### config.mk
export PLATFORM = sky130hd
export DESIGN_NAME = prbs9_gen
export DESIGN_NICKNAME = d
export VERILOG_FILES = /design/src/rtl/ber_checker_pkg.sv /design/src/rtl/prbs9_gen.sv
export SDC_FILE = /design/constraint.sdc
export NUM_CORES = 1
export LEC_CHECK = 0
export CAP_MARGIN = 20
export CORE_UTILIZATION = 25
export DETAILED_ROUTE_END_ITERATION = 7
export PLACE_DENSITY = 0.53
export SYNTH_ARGS = -nofsm -noshare
export SYNTH_HDL_FRONTEND = slang
export SYNTH_SLANG_ARGS = --single-unit
### constraint.sdc
create_clock -name clk -period 1.1 [get_ports clk]
set_input_delay 0.22 -clock clk [delete_from_list [all_inputs] [get_ports clk]]
set_output_delay 0.22 -clock clk [all_outputs]
set_load 0.02 [all_outputs]
### src/rtl/ber_checker_pkg.sv
// Shared definitions for the BER checker and its PRBS9 reference generator.
// Contents: PRBS9 order/tap positions, default generator seed, FSM encoding.
package ber_checker_pkg;

    // x^9 + x^5 + 1, Fibonacci form: feedback = state[8] ^ state[4]
    localparam int             PRBS_ORDER    = 9;
    localparam int             PRBS_TAP_A    = 8;
    localparam int             PRBS_TAP_B    = 4;
    localparam logic [8:0]     PRBS_SEED_DEF = 9'h1AA;

    typedef enum logic {
        ST_SEARCH = 1'b0,
        ST_LOCKED = 1'b1
    } ber_state_t;

endpackage

### src/rtl/prbs9_gen.sv
// PRBS9 generator (x^9+x^5+1, Fibonacci). Advances one bit per enabled cycle.
// Ports:
//   clk      - clock
//   i_reset  - asynchronous reset, active-low (loads SEED)
//   i_en     - advance strobe
//   o_bit    - current output bit (state MSB)
module prbs9_gen
    import ber_checker_pkg::*;
#(
    parameter logic [PRBS_ORDER-1:0] SEED = PRBS_SEED_DEF
) (
    input  logic clk,
    input  logic i_reset,
    input  logic i_en,
    output logic o_bit
);

    logic [PRBS_ORDER-1:0] r_state;

    always_ff @(posedge clk or negedge i_reset) begin
        if (!i_reset)
            r_state <= SEED;
        else if (i_en)
            r_state <= {r_state[PRBS_ORDER-2:0], r_state[PRBS_TAP_A] ^ r_state[PRBS_TAP_B]};
    end

    assign o_bit = r_state[PRBS_ORDER-1];

endmodule

==> out/qor.txt <==
Initial core utilization: 28.2%
Layout cells sized above 1: 65.5%
Syn Inst Count: 21
Complex-gate fraction of the synthesized area: 1.32%
GRT overflow: 0
Global-route wire length before repair: 1.04 mm
Seq/Total Area, Yosys: 60.9%
Cell Chain, Critical Path: buf_6
CP Buf/Inv Count: 1
Crit path kind: reg2out
IO Pins: 4
Top cell type's share of synthesized area: 34.5%
Number of flip-flops in the largest register: 9
Fin. max-slew vios: 0
Avg WL per Cell: 12.7 µm
IO buf count: 3
Core footprint: 0.00135 mm²
Proportion of synthesized area in mux cells: 31.6%
CP Max Fanout: 2
Post-CTS setup buffer count: 0
Largest net degree at the start of global routing: 11
Worst-path clk slew: 0.06 ns
Static leakage power: 0.000212 µW
Num rows: 13
Final non-filler cell total: 44
Final Setup Violations: 1
Detailed-route via count: 186
Initial antenna violation count: 0
Final hold violation count: 0
Max VDD drop: 979 µV
Crit path arrival time: 0.91 ns
Biggest area consumer among synthesized cells: dfstp_2
Sw Ratio: 25.5%
Synth warn: 0
Post-DP HPWL: 371 µm
Area contributors post-synth: dfstp_2 35%, mux2_4 32%, dfrtp_1 26%
Top delay family on crit path: flip-flops
Max-cap violations: 0
P_sw: 346 µW
Status: complete, but fails checks
Syn nets: 24
Ant diodes: 0
CTS Buf Count: 3
Crit path max-delay cell type: dfstp_2
Register share of total power: 49.6%
Die H: 41.0 µm
CTS max path bufs: 2
Largest stage delay on the critical path: 0.54 ns
Rel. slew slack: 74.6%
Pwr dens: 2880 mW/mm²
Post-layout minimum cycle time: 1.13 ns
Placed cell count: 40
Final Worst Setup Slack: -0.0332 ns
Antenna Violating Nets Remaining: 0
Area of the die: 0.00168 mm²
Area delta synth->final: 24.3%
Worst-margin pin slew: 0.379 ns
Largest family of logic cells by synthesized area: multiplexers
Period utilization: 103%
Internal power: 1010 µW
Fmax: 882 MHz
Xor/xnor share of the synthesized area: 2.30%
Vias/cell: 4.23
Unrepaired setup endpoints after global routing: true
Regs by FF count: r_state (9)
H-tree depth: 1
Logic pwr share: 31.6%
Req. time, crit path: 0.88 ns
FILL cells: 137
Distinct cells, synth: 7
Hold Slack: 0.239 ns
Clock network power share: 18.8%
Final wirelength: 557 µm
Simple logic cell fraction of the synthesized area: 0.987%
Crit path capture type: output pin
Worst slack, placed: -0.218 ns
CP Launch Type: flop
Clk_skew: 0.00619 ns
Worst-skew pair later-pin latency: 0.26 ns
Drt first pass iters: 3
Avg Inst Size Synth: 18.1 µm²
Failing checks: negative setup slack
Hold WC Path Type: in2async
Die span in x: 41.0 µm
GPL Wtd Cong: 0.623
Clk sinks: 9
GRT Total Usage: 11.0%
Net count, final: 33
Root buffer cell: clkbuf_4
Most flops, register: r_state
Vias in the first global route: 229
CTS tree: built
DR iter-0 viols: 3
DRC viols: 0
Synth Area in Adders: 0%
Yosys reg bits: 9
Cell Area, Synth: 380 µm²
[routing by layer]
| layer | vias to the layer above | global-route usage, % | share of wire, % |
|---|---|---|---|
| met5 | - | 0 | 0 |
| met4 | 0 | 7.50 | 1.1 |
| met2 | 8 | 13.3 | 44 |
| met3 | 2 | 9.78 | 8.1 |
| li1 | 88 | - | - |
| met1 | 88 | 12.2 | 46 |
[what timing repair did]
action | CTS | global route
resized for setup | 6 | 0
hold buffers | 0 | 0
hold endpoints to repair | 0 | 0
endpoints found under the setup margin | 1 | 1
[cells by family (layout without fill, tap and decap cells)]
| family | Yosys count | after routing |
|---|---|---|
| muxes | 8 | 8 |
| AOI/OAI and AO/OA | 1 | 1 |
| buffers and inverters | 1 | 9 |
| DFF | 9 | 9 |
| and+or+nand+nor | 1 | 1 |
| xor gates and xnor gates | 1 | 1 |
[cell usage after synthesis]
library cell	n
mux2_4	8
nor2_1	1
a21oi_1	1
buf_6	1
dfstp_2	5
xnor2_1	1
dfrtp_1	4
[path summary, 6_finish.rpt]
check,start,endpoint,slack [ns],cells after the start
max,r_state[8],o_bit,-0.03,1
min,i_reset,r_state[6],0.24,1
min reg2reg,r_state[2],r_state[2],0.52,1
min in group clk,r_state[2],r_state[2],0.52,1
max in group asynchronous,i_reset,r_state[7],0.54,1
max reg2reg,r_state[8],r_state[0],0.14,3
[per-stage QoR]
stage	TNS [ns]	utilization (%)	instance area, µm²	total power [µW]
after detailed placement	-1.61	33.0	445	1100
after global routing	-0.0759	35.0	473	1460
after CTS	-0.0428	35.0	473	1390
after floorplan	0	-	380	962
final	-0.0332	35.0	473	1360
after global placement	-1.55	33.0	445	1090
[power by group through the flow]
stage | clock (µW) | sequential [µW] | combinational (µW)
4_1_cts | 271 | 677 | 439
2_1_floorplan | 0 | 675 | 287
5_1_grt | 293 | 701 | 466
3_5_place_dp | 0 | 678 | 426
6_report | 256 | 674 | 430
3_3_place_gp | 0 | 665 | 421
[cell usage in the layout, fill, tap and decap left out, drive strengths merged]
cell type      synthesis  final
dfstp                  5      5
nor2                   1      1
clkdlybuf4s50          0      2
xnor2                  1      1
buf                    1      3
mux2                   8      8
dfrtp                  4      4
clkbuf                 0      4
a21oi                  1      1
[area by class of cell]
cell class	count	area (µm²)	area share (%)
Clock buffer	4	26.3	5.56
Timing Repair Buffer	5	58.8	12.4
Multi-Input combinational cell	11	138	29.1
Tap cell	15	18.8	3.97
Sequential cell	9	231	48.9
[worst register-to-register path: stages, from the launching register on]
cell and delay [ns]:
dfstp_2 0.54, buf_4 0.11, xnor2_1 0.11, a21oi_1 0.09
Note: power is estimated with default switching activity, not from simulation.
